## src/rtl/post_pack_writer.sv

```systemverilog
// rtl/post_pack_writer.sv - packs post-process byte pairs into output words and queues them for write-back
//
// Collects the four per-group byte pairs coming out of the BN/act/quant stage,
// packs them into one 8*DATA_WIDTH_O-bit word, tags it with its feature-map
// address and queues it in a small FIFO that drains over a valid/ready port.
//
// Ports
//   clk, rst            clock, synchronous active-high reset
//   start               1-cycle pulse in IDLE: latch geometry/base, clear counters
//   width_out           output map columns-1
//   height_out          output map rows-1
//   base_addr           address of word 0
//   en_in[3:0]          per-group load strobes: [0]=b01 [1]=b23 [2]=b45 [3]=b67
//   din0_*/din1_*       bn0/bn1 bytes for each group
//   almost_full         free FIFO entries <= AFULL_MARGIN
//   wr_valid/wr_ready   write-back handshake
//   wr_addr/wr_data     head-of-FIFO address and word
//   busy                layer in progress
//   done                1-cycle pulse once the last word has left the FIFO
//   err_overflow        sticky: group double-write or word dropped on full FIFO

module post_pack_writer #(
    parameter int DATA_WIDTH_O = 8,
    parameter int FIFO_DEPTH   = 16,
    parameter int ADDR_WIDTH   = 20,
    parameter int AFULL_MARGIN = 4
) (
    input  logic                      clk,
    input  logic                      rst,
    input  logic                      start,
    input  logic [7:0]                width_out,
    input  logic [9:0]                height_out,
    input  logic [ADDR_WIDTH-1:0]     base_addr,
    input  logic [3:0]                en_in,
    input  logic [DATA_WIDTH_O-1:0]   din0_b01,
    input  logic [DATA_WIDTH_O-1:0]   din0_b23,
    input  logic [DATA_WIDTH_O-1:0]   din0_b45,
    input  logic [DATA_WIDTH_O-1:0]   din0_b67,
    input  logic [DATA_WIDTH_O-1:0]   din1_b01,
    input  logic [DATA_WIDTH_O-1:0]   din1_b23,
    input  logic [DATA_WIDTH_O-1:0]   din1_b45,
    input  logic [DATA_WIDTH_O-1:0]   din1_b67,
    output logic                      almost_full,
    output logic                      wr_valid,
    input  logic                      wr_ready,
    output logic [ADDR_WIDTH-1:0]     wr_addr,
    output logic [8*DATA_WIDTH_O-1:0] wr_data,
    output logic                      busy,
    output logic                      done,
    output logic                      err_overflow
);

    localparam int WORD_W = 8 * DATA_WIDTH_O;
    localparam int PTR_W  = $clog2(FIFO_DEPTH);
    localparam int CNT_W  = PTR_W + 1;
    // (255+1)*(1023+1) words needs 19 bits of index
    localparam int IDX_W  = 19;
    localparam int ENT_W  = ADDR_WIDTH + WORD_W;
    localparam logic [CNT_W-1:0] AF_LEVEL   = CNT_W'(FIFO_DEPTH - AFULL_MARGIN);
    localparam logic [CNT_W-1:0] FULL_LEVEL = CNT_W'(FIFO_DEPTH);

    typedef enum logic [1:0] {
        S_IDLE  = 2'd0,
        S_RUN   = 2'd1,
        S_DRAIN = 2'd2
    } state_t;

    state_t state_q, state_d;

    logic [DATA_WIDTH_O-1:0] din0_a [4];
    logic [DATA_WIDTH_O-1:0] din1_a [4];

    assign din0_a[0] = din0_b01;
    assign din0_a[1] = din0_b23;
    assign din0_a[2] = din0_b45;
    assign din0_a[3] = din0_b67;
    assign din1_a[0] = din1_b01;
    assign din1_a[1] = din1_b23;
    assign din1_a[2] = din1_b45;
    assign din1_a[3] = din1_b67;

    logic [3:0]              stg_v_q, stg_v_d;
    logic [3:0]              stg_ld;
    logic [3:0]              stg_dbl;
    logic [DATA_WIDTH_O-1:0] stg0_q [4];
    logic [DATA_WIDTH_O-1:0] stg1_q [4];

    logic [IDX_W-1:0]        idx_q, idx_d;
    logic [IDX_W-1:0]        tot_m1_q, tot_m1_d;
    logic [ADDR_WIDTH-1:0]   base_q, base_d;

    logic [ENT_W-1:0]        mem_q [FIFO_DEPTH];
    logic [PTR_W-1:0]        wptr_q, wptr_d;
    logic [PTR_W-1:0]        rptr_q, rptr_d;
    logic [CNT_W-1:0]        cnt_q, cnt_d;
    logic                    err_q, err_d;

    logic                    start_ok;
    logic                    in_run;
    logic                    push;
    logic                    last_word;
    logic                    load_ok;
    logic                    fifo_full;
    logic                    fifo_empty;
    logic                    do_pop;
    logic                    do_write;
    logic                    drop;
    logic [WORD_W-1:0]       word_data;
    logic [ADDR_WIDTH-1:0]   word_addr;
    logic [ENT_W-1:0]        head;

    assign word_data = {stg1_q[3], stg0_q[3], stg1_q[2], stg0_q[2],
                        stg1_q[1], stg0_q[1], stg1_q[0], stg0_q[0]};
    assign word_addr = base_q + ADDR_WIDTH'(idx_q);

    // Staging, counters and FIFO bookkeeping
    always_comb begin
        start_ok   = (state_q == S_IDLE) && start;
        in_run     = (state_q == S_RUN);
        // A complete staging set is pushed in the cycle after it fills; that same
        // cycle may already load the next word's groups.
        push       = in_run && (stg_v_q == 4'hF);
        last_word  = (idx_q == tot_m1_q);
        // Nothing past the final word of the layer may be staged.
        load_ok    = in_run && !(push && last_word);
        fifo_full  = (cnt_q == FULL_LEVEL);
        fifo_empty = (cnt_q == '0);
        do_pop     = !fifo_empty && wr_ready;
        // On a full FIFO the word still fits if the head leaves this cycle.
        do_write   = push && (!fifo_full || do_pop);
        drop       = push && fifo_full && !do_pop;

        stg_ld  = '0;
        stg_dbl = '0;
        for (int k = 0; k < 4; k++) begin
            stg_ld[k]  = load_ok && en_in[k] && (push || !stg_v_q[k]);
            stg_dbl[k] = load_ok && en_in[k] && !push && stg_v_q[k];
        end

        stg_v_d = (push ? 4'h0 : stg_v_q) | stg_ld;
        if (start_ok) begin
            stg_v_d = 4'h0;
        end

        base_d   = start_ok ? base_addr : base_q;
        tot_m1_d = tot_m1_q;
        if (start_ok) begin
            tot_m1_d = (IDX_W'(width_out) + IDX_W'(1)) * (IDX_W'(height_out) + IDX_W'(1))
                       - IDX_W'(1);
        end

        // The index advances even when the word is dropped so later addresses stay right.
        idx_d = idx_q;
        if (start_ok) begin
            idx_d = '0;
        end else if (push) begin
            idx_d = idx_q + IDX_W'(1);
        end

        wptr_d = do_write ? wptr_q + PTR_W'(1) : wptr_q;
        rptr_d = do_pop   ? rptr_q + PTR_W'(1) : rptr_q;

        cnt_d = cnt_q;
        case ({do_write, do_pop})
            2'b10:   cnt_d = cnt_q + CNT_W'(1);
            2'b01:   cnt_d = cnt_q - CNT_W'(1);
            default: cnt_d = cnt_q;
        endcase

        err_d = err_q | (|stg_dbl) | drop;
    end

    // FSM next state and done
    always_comb begin
        state_d = state_q;
        done    = 1'b0;
        case (state_q)
            S_IDLE: begin
                if (start) begin
                    state_d = S_RUN;
                end
            end
            S_RUN: begin
                if (push && last_word) begin
                    state_d = S_DRAIN;
                end
            end
            S_DRAIN: begin
                if (fifo_empty) begin
                    state_d = S_IDLE;
                    done    = 1'b1;
                end
            end
            default: state_d = S_IDLE;
        endcase
    end

    always_ff @(posedge clk) begin
        if (rst) begin
            state_q  <= S_IDLE;
            stg_v_q  <= '0;
            idx_q    <= '0;
            tot_m1_q <= '0;
            base_q   <= '0;
            wptr_q   <= '0;
            rptr_q   <= '0;
            cnt_q    <= '0;
            err_q    <= 1'b0;
            for (int k = 0; k < 4; k++) begin
                stg0_q[k] <= '0;
                stg1_q[k] <= '0;
            end
        end else begin
            state_q  <= state_d;
            stg_v_q  <= stg_v_d;
            idx_q    <= idx_d;
            tot_m1_q <= tot_m1_d;
            base_q   <= base_d;
            wptr_q   <= wptr_d;
            rptr_q   <= rptr_d;
            cnt_q    <= cnt_d;
            err_q    <= err_d;
            for (int k = 0; k < 4; k++) begin
                if (stg_ld[k]) begin
                    stg0_q[k] <= din0_a[k];
                    stg1_q[k] <= din1_a[k];
                end
            end
        end
    end

    // Storage array carries no reset; entries are only visible once written.
    always_ff @(posedge clk) begin
        if (do_write) begin
            mem_q[wptr_q] <= {word_addr, word_data};
        end
    end

    assign head         = mem_q[rptr_q];
    assign wr_valid     = !fifo_empty;
    assign wr_data      = wr_valid ? head[WORD_W-1:0] : '0;
    assign wr_addr      = wr_valid ? head[ENT_W-1:WORD_W] : '0;
    assign almost_full  = (cnt_q >= AF_LEVEL);
    assign busy         = (state_q != S_IDLE);
    assign err_overflow = err_q;

endmodule

```

## config.mk

```make
export PLATFORM = sky130hd
export DESIGN_NAME = post_pack_writer
export DESIGN_NICKNAME = d
export VERILOG_FILES = /design/src/rtl/post_pack_writer.sv
export SDC_FILE = /design/constraint.sdc
export NUM_CORES = 1
export LEC_CHECK = 0
export CAP_MARGIN = 20
export CELL_PAD_IN_SITES_DETAIL_PLACEMENT = 0
export CELL_PAD_IN_SITES_GLOBAL_PLACEMENT = 2
export CORE_MARGIN = 1.5
export CORE_UTILIZATION = 27
export CTS_BUF_LIST = sky130_fd_sc_hd__clkbuf_8
export DETAILED_ROUTE_END_ITERATION = 16
export PLACE_DENSITY = 0.48
export SKIP_LAST_GASP = 1
export SYNTH_ARGS = -nofsm -noshare
export SYNTH_HDL_FRONTEND = slang
export SYNTH_SLANG_ARGS = --single-unit
```

## constraint.sdc

```tcl
create_clock -name clk -period 19.7 [get_ports clk]
set_input_delay 4.925 -clock clk [delete_from_list [all_inputs] [get_ports clk]]
set_output_delay 4.925 -clock clk [all_outputs]
set_load 0.05 [all_outputs]
```

* Word level (Yosys, flattened, before mapping)
Memories as Yosys holds them, arrays and structs flattened. A register that Yosys moved wholly into a read port is not among the register bits.
Cells that the tools add are included.
** Word-level totals
- Register bits after elaboration :: 78
- Memory bits (writable) :: 1408
- Bits of input ports :: 110
- Output and inout port bits :: 89
- Logic and storage cells :: 125
- Memories :: 3
** Memories
- mem_q :: words 16, bits a word 84, read ports 1, clocked after memory_dff 1, wr ports 1, line 92 : logic [ENT_W-1:0] mem_q [FIFO_DEPTH];
- stg0_q :: words 4, bits a word 8, read ports 4, clocked after memory_dff 0, wr ports 4, line 85 : logic [DATA_WIDTH_O-1:0] stg0_q [4];
- stg1_q :: words 4, bits a word 8, read ports 4, clocked after memory_dff 0, wr ports 4, line 86 : logic [DATA_WIDTH_O-1:0] stg1_q [4];
** Cells by class
- Add/sub/neg operators :: 9
- Multipliers :: 1
- Magnitude comparators :: 1
- Equal/unequal tests :: 10
- Multiplexer cells :: 36
- Bitwise gates (word level) :: 11
- Reduce and logical (&&, ||, !) cells :: 45
** Operator list (number)
- $mux W64 :: 1
- $mux W8 :: 8
- $logic_and A1 B1 Y1 :: 24
- $add A20 B19 Y20 :: 1
- $mux W20 :: 1
- $add A19 B1 Y19 const B :: 1
- $eq A19 B19 Y1 :: 1
- $mul A9 B11 Y19 :: 1
- $sub A19 B1 Y19 const B :: 1
- $mux W1 :: 18
- $mux W4 :: 3
- $add A10 B1 Y11 const B :: 1
- $or A1 B1 Y1 :: 10
- $pmux W5 S2 :: 1
- $add A8 B1 Y9 const B :: 1
- $logic_not A1 Y1 :: 9
- $add A4 B1 Y4 const B :: 2
- $mux W2 :: 3
- $pmux W2 S3 :: 1
- $add A5 B1 Y5 const B :: 1
- $eq A5 B5 Y1 const B :: 1
- $ge A5 B4 Y1 const B :: 1
- $logic_not A5 Y1 :: 1
- $logic_or A1 B1 Y1 :: 5
- other kinds (12) :: 16

* Logic depth before layout (Yosys ltp)
Gate-level depths: netlist (run 1).
- Word-level depth :: 11
- Depth in mapped cells :: 24

* Least setup slack after synthesis (run 1)
OpenSTA, ideal clock, no wires.
- Path kind :: input port to flip-flop
- From :: input port wr_ready
- To :: memory mem_q[3][0] (netlist name) (enable)
- Arrival :: 11.196 ns
- Required time :: 19.071 ns
- Path slack :: 7.875 ns
- Cell stages on the path :: 4
- Buffers on the path :: 0
- Cell sequence :: inv_1 a31oi_2 nand2_1 nor3_1
** Between the ends
- Word-level cells in the longest chain between the ends :: 5
** Ends and longest elaborated chain
- start: declaration :: line 45 : input logic wr_ready,
- $logic_and A1 B1 Y1 :: line 128 : do_pop = !fifo_empty && wr_ready;
- $logic_or A1 B1 Y1 :: line 130 : do_write = push && (!fifo_full || do_pop);
- $logic_and A1 B1 Y1 :: line 130
- $mux W1 :: line 234 : if (do_write) begin
- $mux W1 (implied by the code) :: line 235 : mem_q[wptr_q] <= {word_addr, word_data};
- end: declaration :: line 92
Every way passes these cells.

* Worst setup path in the final report (run 1)
- From :: input port height_out[0]
- To :: register tot_m1_q[15]
** Between the ends
- Word-level cells in the longest chain between the ends :: 3
** Ends and longest elaborated chain
- start: declaration :: line 32 : input logic [9:0] height_out,
- $add A10 B1 Y11 :: line 148 : tot_m1_d = (IDX_W'(width_out) + IDX_W'(1)) * (IDX_W'(height_out) + IDX_W'(1))
- $mul A9 B11 Y19 :: line 148
- $sub A19 B1 Y19 :: line 149 : - IDX_W'(1);
- end signal: assignment :: line 217 : tot_m1_q <= tot_m1_d;
- end: declaration :: line 89 : logic [IDX_W-1:0] tot_m1_q, tot_m1_d;
Every way passes these cells.
A chain may end at the register's enable or synchronous reset.

==> impl_metrics.py, run 1 <==
metrics = {
    "yosys": {
        "post-synth-top-area-cell": "sky130_fd_sc_hd__edfxtp_1",
        "post_synth_num_cell_types": 62,
        "ys_ff_latch": 1490,
        "syn-num-nets": 3374,
        "syn_inst": 3113,
        "synth-seq-area-share": 0.715,
        "synth_edf_count": 1408,
        "synth_commonest_cells": "1408 x sky130_fd_sc_hd__edfxtp_1, 420 x sky130_fd_sc_hd__mux4_2, 155 x sky130_fd_sc_hd__nand2_1, 153 x sky130_fd_sc_hd__and2_1, 116 x sky130_fd_sc_hd__inv_1",
        "yosysWarnings": 0,
        "synth_top_area_share": 0.688,
        "synth_top_flop_cell": "sky130_fd_sc_hd__edfxtp_1",
        "synth_async_sr_flop_share": 0,
        "synth_top_cells_by_area": "sky130_fd_sc_hd__edfxtp_1 69%, sky130_fd_sc_hd__mux4_2 15%, sky130_fd_sc_hd__dfxtp_1 2.7%",
        "synth.most_common_cell": "sky130_fd_sc_hd__edfxtp_1",
        "syn_area_per_cell_um2": 19.7,
        "synth_area_um2": 61400,
    },
    "timing": {
        "timing.clock.skew_ns": 0.0672,
        "setup_slack_ns": 8.72,
        "grt_setup_unrepaired": "false",
        "final-hold-violation-count": 0,
        "relSlewSlack": 0.195,
        "timing.final.max_slew_violations": 0,
        "max_freq_mhz": 91.1,
        "final_tns_setup_ns": 0,
        "transition_time_of_the_tightest_slew_check_pin_ns": 1.21,
        "finalCriticalPeriod_ns": 10.98,
        "setup_viol": 0,
        "timing.final.crit_share": 0.557,
        "finalHoldWorstSlack_ns": 0.472,
    },
    "detailed_routing": {
        "routed_wl_um": 171000,
        "route.antenna.remaining_nets": 0,
        "route.detailed.vias_per_inst": 4.53,
        "drtPass1Iterations": 5,
        "avgRoutedWirePerCell_um": 25.4,
        "detailroute.via_count": 30500,
        "remaining_drc_errors": 0,
        "drt_iter0_markers": 1974,
    },
    "clocking": {
        "cts.reportedPaths.clkPinSlew_ns": 0.06,
        "cts-htree-levels": 5,
        "cts_repair_resize_count": 0,
        "clk_latency_ns": 1.01,
        "post_cts_hold_buffer_count": 0,
        "clockRootBuffer": "sky130_fd_sc_hd__clkbuf_8",
        "cts_tree": "built",
        "cts-buffers-inserted": 287,
        "cts.sink_count": 1490,
        "post-cts-setup-buffer-count": 0,
        "ctsLongestPathBuffers": 4,
    },
    "layout": {
        "syn_to_final_growth_pct": 17.8,
        "fillCellCount": 21900,
        "final_standard_cell_area_without_fillers_um2": 72300,
        "finalNetCount": 3808,
        "drive_gt1_frac": 0.235,
        "stdcell_count": 6722,
    },
    "job": {
        "timing.max_cap.violations": 0,
    },
    "worst_setup_path": {
        "crit_arrival_ns": 11.87,
        "start_kind": "input pin",
        "reg_to_reg_setup_timing_slack_ns": 14.80,
        "timing.setup.critical_path_class": "input pin to flop",
        "worstPathMaxFanout": 12,
        "critical_path_required_ns": 20.59,
        "timing.critical_path.to_type": "flop",
    },
    "placed_design": {
        "pre_cts_slack_ns": 7.74,
        "rd_place_congestion": 0.686,
        "numPlacedInstances": 6241,
        "io_buffer_count": 198,
        "dp_hpwl_um": 90500,
        "dpl_cell_area_um2": 67300,
    },
    "grt": {
        "grt_start_max_net_pins": 143,
        "grt_util_overall": 0.149,
        "first_global_vias": 33400,
        "grt_antenna_before_repair": 16,
        "global_route_wire_length_before_repair_um": 245000,
        "grt.overflow.total": 0,
    },
    "outcome": {
        "outcome": "completed",
    },
    "pwr": {
        "power.ir.vdd_worst_mv": 0.0599,
        "leakagePower_nw": 23.4,
        "p_per_area_nw_per_um2": 113,
    },
    "floorplanning": {
        "count_of_boundary_i_o_pins": 199,
        "fp-row-count": 174,
        "initial_utilization": 0.272,
        "die_w_um": 480,
        "core_area_um2": 226000,
        "dieHeight_um": 480,
        "dieArea_um2": 230000,
    },
    "min_path": {
        "worstHoldPathType": "flop to flop",
    },
}
[registers in the layout, summed over array words and instances (netlist names), named ones only]
| signal | flops |
|---|---|
| state_q | 2 |
| tot_m1_q | 19 |
| stg_v_q | 4 |
| idx_q | 19 |
| base_q | 20 |
| err_overflow | 1 |
| cnt_q | 5 |
| stg1_q | 32 |
| wptr_q | 4 |
| stg0_q | 32 |
| mem_q | 1344 |
| rptr_q | 4 |
[layout by cell type, fill, tap and decap left out, types with 7 or more instances in the layout]
cell type	netlist	routed
sky130_fd_sc_hd__a21oi_1	73	73
sky130_fd_sc_hd__bufinv_16	0	8
sky130_fd_sc_hd__nand2b_1	24	23
sky130_fd_sc_hd__fa_1	69	69
sky130_fd_sc_hd__xnor2_1	58	56
sky130_fd_sc_hd__nor2b_1	15	15
sky130_fd_sc_hd__clkinv_2	0	21
sky130_fd_sc_hd__inv_1	116	202
sky130_fd_sc_hd__clkinv_1	0	56
sky130_fd_sc_hd__o21ai_0	14	14
sky130_fd_sc_hd__clkdlybuf4s50_1	0	197
sky130_fd_sc_hd__nor2_4	1	13
sky130_fd_sc_hd__buf_4	0	82
sky130_fd_sc_hd__xor2_1	37	37
sky130_fd_sc_hd__ha_1	82	82
sky130_fd_sc_hd__mux4_2	420	420
sky130_fd_sc_hd__dfxtp_1	82	78
sky130_fd_sc_hd__nand2_1	155	155
sky130_fd_sc_hd__edfxtp_1	1408	1408
sky130_fd_sc_hd__a211oi_1	7	7
sky130_fd_sc_hd__nor2_1	103	88
sky130_fd_sc_hd__and2_1	153	153
sky130_fd_sc_hd__nand3_1	29	29
sky130_fd_sc_hd__or3_1	9	9
sky130_fd_sc_hd__clkbuf_8	0	294
sky130_fd_sc_hd__a21o_1	20	20
sky130_fd_sc_hd__nand4_1	13	13
sky130_fd_sc_hd__and3_1	10	10
[routing by layer]
| metal | vias to the layer above | global-route usage | routed length, um |
|---|---|---|---|
| met4 | 4 | 0.0357 | 3170 |
| met3 | 262 | 0.0306 | 7520 |
| met1 | 16200 | 0.199 | 76500 |
| met5 | - | 0 | 32 |
| li1 | 13300 | - | - |
| met2 | 707 | 0.247 | 83600 |
[report_power, final]
part	internal, mW	switching [mW]
combinational	0.801	1.05
clock	1.47	1.27
sequential	3.50	0.0669
[path summary, 6_finish.rpt]
kind | depth (start not counted) | endpoint | start
max | 23 | tot_m1_q[15]$_SDFFE_PP0P_ | height_out[0]
min | 2 | base_q[19]$_SDFFE_PP0P_ | base_q[19]$_SDFFE_PP0P_
max reg2reg | 7 | mem_q[8][5]$_DFFE_PP_ | state_q[1]$_SDFFE_PP0P_
min reg2reg | 2 | base_q[19]$_SDFFE_PP0P_ | base_q[19]$_SDFFE_PP0P_
[metrics by stage]
stage,util,power [mW]
2_1_floorplan,-,4.97
3_3_place_gp,0.298,5.56
3_5_place_dp,0.298,5.54
4_1_cts,0.320,8.34
5_1_grt,0.321,8.62
6_report,0.321,8.16
[cells by family (layout without fill, tap and decap cells)]
| logic type | after synthesis | in the layout | share of synthesized area |
|---|---|---|---|
| compound gates | 158 | 158 | 0.0161 |
| other cells | 0 | 3 | 0 |
| mux | 422 | 422 | 0.154 |
| flops | 1490 | 1490 | 0.715 |
| xor+xnor | 95 | 95 | 0.0135 |
| buf+inv | 256 | 870 | 0.0171 |
| fa+ha+maj | 151 | 151 | 0.0392 |
| simple gates | 541 | 541 | 0.0445 |
[worst max-delay path: stages]
cell and delay [ns]:
sky130_fd_sc_hd__clkdlybuf4s50_1 0.77, sky130_fd_sc_hd__ha_1 0.32, sky130_fd_sc_hd__nand2_1 0.07, sky130_fd_sc_hd__nor2_1 0.28
sky130_fd_sc_hd__nand3_1 0.14, sky130_fd_sc_hd__xnor2_1 0.70, sky130_fd_sc_hd__nand2_1 0.18, sky130_fd_sc_hd__fa_1 0.56
sky130_fd_sc_hd__inv_1 0.05, sky130_fd_sc_hd__fa_1 0.49, sky130_fd_sc_hd__fa_1 0.46, sky130_fd_sc_hd__fa_1 0.51
sky130_fd_sc_hd__inv_1 0.05, sky130_fd_sc_hd__fa_1 0.48, sky130_fd_sc_hd__inv_1 0.05, sky130_fd_sc_hd__ha_1 0.35
sky130_fd_sc_hd__and3_1 0.23, sky130_fd_sc_hd__and3_1 0.19, sky130_fd_sc_hd__a211oi_1 0.19, sky130_fd_sc_hd__o21ai_1 0.21
sky130_fd_sc_hd__a2111oi_0 0.48, sky130_fd_sc_hd__a31oi_1 0.07, sky130_fd_sc_hd__o22ai_1 0.13
[final cells by class]
cell class	count	area [um^2]	share of cell area
timing repair buffer	284	2660	0.0368
multi-input combinational	1367	16600	0.229
sequential	1490	43900	0.608
clock buffer	294	4050	0.0559
tap	2992	3740	0.0518
antenna	3	7.51	0.000104
clock inverter	175	910	0.0126
inverter	117	439	0.00607
No activity file was read; power rests on OpenSTA's default activity.
==> inputs of run 2 (changes only) <==
==> constraint.sdc (replaced) <==
create_clock -name clk -period 10.1 [get_ports clk]
set_input_delay 2.525 -clock clk [delete_from_list [all_inputs] [get_ports clk]]
set_output_delay 2.525 -clock clk [all_outputs]
set_load 0.05 [all_outputs]
==> impl_metrics.py, run 2 (synthesis results as in run 1) <==
metrics = {
    "timing": {
        "finalCriticalPeriod_ns": 8.14,
        "timing.final.crit_share": 0.806,
        "max_freq_mhz": 123,
        "relSlewSlack": 0.320,
        "timing.final.max_slew_violations": 0,
        "grt_setup_unrepaired": "false",
        "final_tns_setup_ns": 0,
        "timing.clock.skew_ns": 0.0631,
        "finalHoldWorstSlack_ns": 0.460,
        "setup_slack_ns": 1.96,
        "setup_viol": 0,
        "final-hold-violation-count": 0,
        "transition_time_of_the_tightest_slew_check_pin_ns": 1.02,
    },
    "grt": {
        "grt_start_max_net_pins": 115,
        "first_global_vias": 33600,
        "grt_util_overall": 0.149,
        "global_route_wire_length_before_repair_um": 246000,
        "grt_antenna_before_repair": 17,
        "grt.overflow.total": 0,
    },
    "clocking": {
        "cts.sink_count": 1490,
        "cts-htree-levels": 5,
        "clk_latency_ns": 1.01,
        "ctsLongestPathBuffers": 4,
        "post-cts-setup-buffer-count": 0,
        "cts.reportedPaths.clkPinSlew_ns": 0.06,
        "post_cts_hold_buffer_count": 0,
        "cts_tree": "built",
        "cts_repair_resize_count": 0,
        "cts-buffers-inserted": 287,
        "clockRootBuffer": "sky130_fd_sc_hd__clkbuf_8",
    },
    "worst_setup_path": {
        "worstPathMaxFanout": 12,
        "timing.setup.critical_path_class": "input pin to flop",
        "critical_path_required_ns": 11.01,
        "start_kind": "input pin",
        "startpoint": "height_out[0]",
        "regToRegStartpoint": "stg_v_q[2]$_SDFF_PP0_",
        "crit_path_end": "tot_m1_q[15]$_SDFFE_PP0P_",
        "reg_to_reg_setup_timing_slack_ns": 5.83,
        "critical_path.reg2reg.endpoint": "mem_q[13][29]$_DFFE_PP_",
        "r2r_cells": 6,
        "timing.critical_path.to_type": "flop",
        "crit_arrival_ns": 9.04,
    },
    "detailed_routing": {
        "drtPass1Iterations": 5,
        "avgRoutedWirePerCell_um": 25.4,
        "drt_iter0_markers": 2114,
        "routed_wl_um": 171000,
        "detailroute.via_count": 30500,
        "route.detailed.vias_per_inst": 4.53,
        "remaining_drc_errors": 0,
        "route.antenna.remaining_nets": 0,
    },
    "pwr": {
        "leakagePower_nw": 23.5,
        "p_per_area_nw_per_um2": 220,
        "pwr-share-clk": 0.333,
        "power.ir.vdd_worst_mv": 0.141,
        "totalPowerFinal_mw": 15.9,
        "power_switching_share": 0.295,
        "power.combinational.fraction": 0.229,
        "p_seq_frac": 0.438,
        "internal_power_mw": 11.2,
        "net-switching-power_mw": 4.69,
    },
    "layout": {
        "finalNetCount": 3814,
        "stdcell_count": 6731,
        "layout_common_cells": "1408 x sky130_fd_sc_hd__edfxtp_1, 420 x sky130_fd_sc_hd__mux4_2, 294 x sky130_fd_sc_hd__clkbuf_8",
        "max_flop_register": "mem_q",
        "final_common_cell": "sky130_fd_sc_hd__edfxtp_1",
        "drive_gt1_frac": 0.236,
        "syn_to_final_growth_pct": 17.8,
        "regs_by_ff_count": "mem_q (1344), stg0_q (32), stg1_q (32)",
        "largest_reg_flops": 1344,
    },
    "floorplanning": {
        "core_area_um2": 226000,
        "initial_utilization": 0.272,
        "dieHeight_um": 480,
        "count_of_boundary_i_o_pins": 199,
        "die_w_um": 480,
        "fp-row-count": 174,
        "dieArea_um2": 230000,
    },
    "min_path": {
        "hold_path.startpoint": "base_q[0]$_SDFFE_PP0P_",
        "worstHoldPathType": "flop to flop",
    },
    "job": {
        "timing.max_cap.violations": 0,
    },
    "outcome": {
        "outcome": "completed",
    },
    "placed_design": {
        "rd_place_congestion": 0.699,
        "dp_hpwl_um": 91700,
        "io_buffer_count": 198,
        "numPlacedInstances": 6250,
        "pre_cts_slack_ns": 0.886,
    },
}
run 2: cell count changes in the layout (fill, tap and decap cells not counted):
cell / previous run / this run
sky130_fd_sc_hd__clkinvlp_4: 3 / 4
sky130_fd_sc_hd__diode_2: 3 / 4
sky130_fd_sc_hd__buf_16: 0 / 1
sky130_fd_sc_hd__buf_12: 3 / 7
sky130_fd_sc_hd__inv_1: 202 / 205
sky130_fd_sc_hd__buf_6: 1 / 2
sky130_fd_sc_hd__xnor2_2: 2 / 1
sky130_fd_sc_hd__bufinv_16: 8 / 5
sky130_fd_sc_hd__xnor2_1: 56 / 57
sky130_fd_sc_hd__clkinv_2: 21 / 22
run 2: worst min path at each step:
stage,endpoint,slack [ns],cells after the start
after CTS,base_q[0]$_SDFFE_PP0P_,0.47,2
after detailed placement,base_q[0]$_SDFFE_PP0P_,0.46,2
final,base_q[0]$_SDFFE_PP0P_,0.46,2
after global placement,tot_m1_q[6]$_SDFFE_PP0P_,0.46,2
after floorplan,tot_m1_q[18]$_SDFFE_PP0P_,0.44,2
after global routing,tot_m1_q[6]$_SDFFE_PP0P_,0.48,2
run 2: metal layers:
layer	global-route usage	up-vias	part of all wire
met1	0.198	16300	0.45
met3	0.0293	235	0.043
met2	0.249	694	0.49
met5	0	-	0.00024
li1	-	13300	-
met4	0.0372	6	0.018
run 2: power by group through the flow:
stage,Combinational [mW],Clock (mW),Sequential [mW]
global placement,3.78,0,7.10
global route,4.03,5.79,6.98
finish,3.63,5.29,6.97
CTS,3.77,5.51,6.97
detailed placement,3.75,0,7.10
floorplan,2.69,0,7.01
run 2: metrics by stage:
| stage | util | area (um^2) |
|---|---|---|
| finish | 0.321 | 72400 |
| global route | 0.321 | 72400 |
| CTS | 0.321 | 72300 |
| detailed placement | 0.299 | 67400 |
| global placement | 0.299 | 67400 |
| floorplan | - | 61400 |
run 2: area by class of cell:
class	instances	area, um^2
Fill cell	21900	153000
Sequential cell	1490	43900
Multi-Input combinational cell	1367	16600
Clock buffer	294	4050
Tap cell	2992	3740
Timing Repair Buffer	290	2780
Clock inverter	177	843
Inverter	117	439
Antenna cell	4	10.0
run 2: worst max-delay path: stages:
cell and delay (ns):
sky130_fd_sc_hd__clkdlybuf4s50_1 0.78, sky130_fd_sc_hd__ha_1 0.33, sky130_fd_sc_hd__nand2_1 0.07, sky130_fd_sc_hd__nor2_1 0.28, sky130_fd_sc_hd__nand3_1 0.14, sky130_fd_sc_hd__xnor2_1 0.14, sky130_fd_sc_hd__buf_4 0.18, sky130_fd_sc_hd__nand2_1 0.09
sky130_fd_sc_hd__fa_1 0.55, sky130_fd_sc_hd__inv_1 0.05, sky130_fd_sc_hd__fa_1 0.50, sky130_fd_sc_hd__fa_1 0.46, sky130_fd_sc_hd__fa_1 0.51, sky130_fd_sc_hd__inv_1 0.05, sky130_fd_sc_hd__fa_1 0.47, sky130_fd_sc_hd__inv_1 0.04
sky130_fd_sc_hd__ha_1 0.34, sky130_fd_sc_hd__and3_1 0.23, sky130_fd_sc_hd__and3_1 0.18, sky130_fd_sc_hd__a211oi_1 0.20, sky130_fd_sc_hd__o21ai_1 0.23, sky130_fd_sc_hd__a2111oi_0 0.48, sky130_fd_sc_hd__a31oi_1 0.07, sky130_fd_sc_hd__o22ai_1 0.13
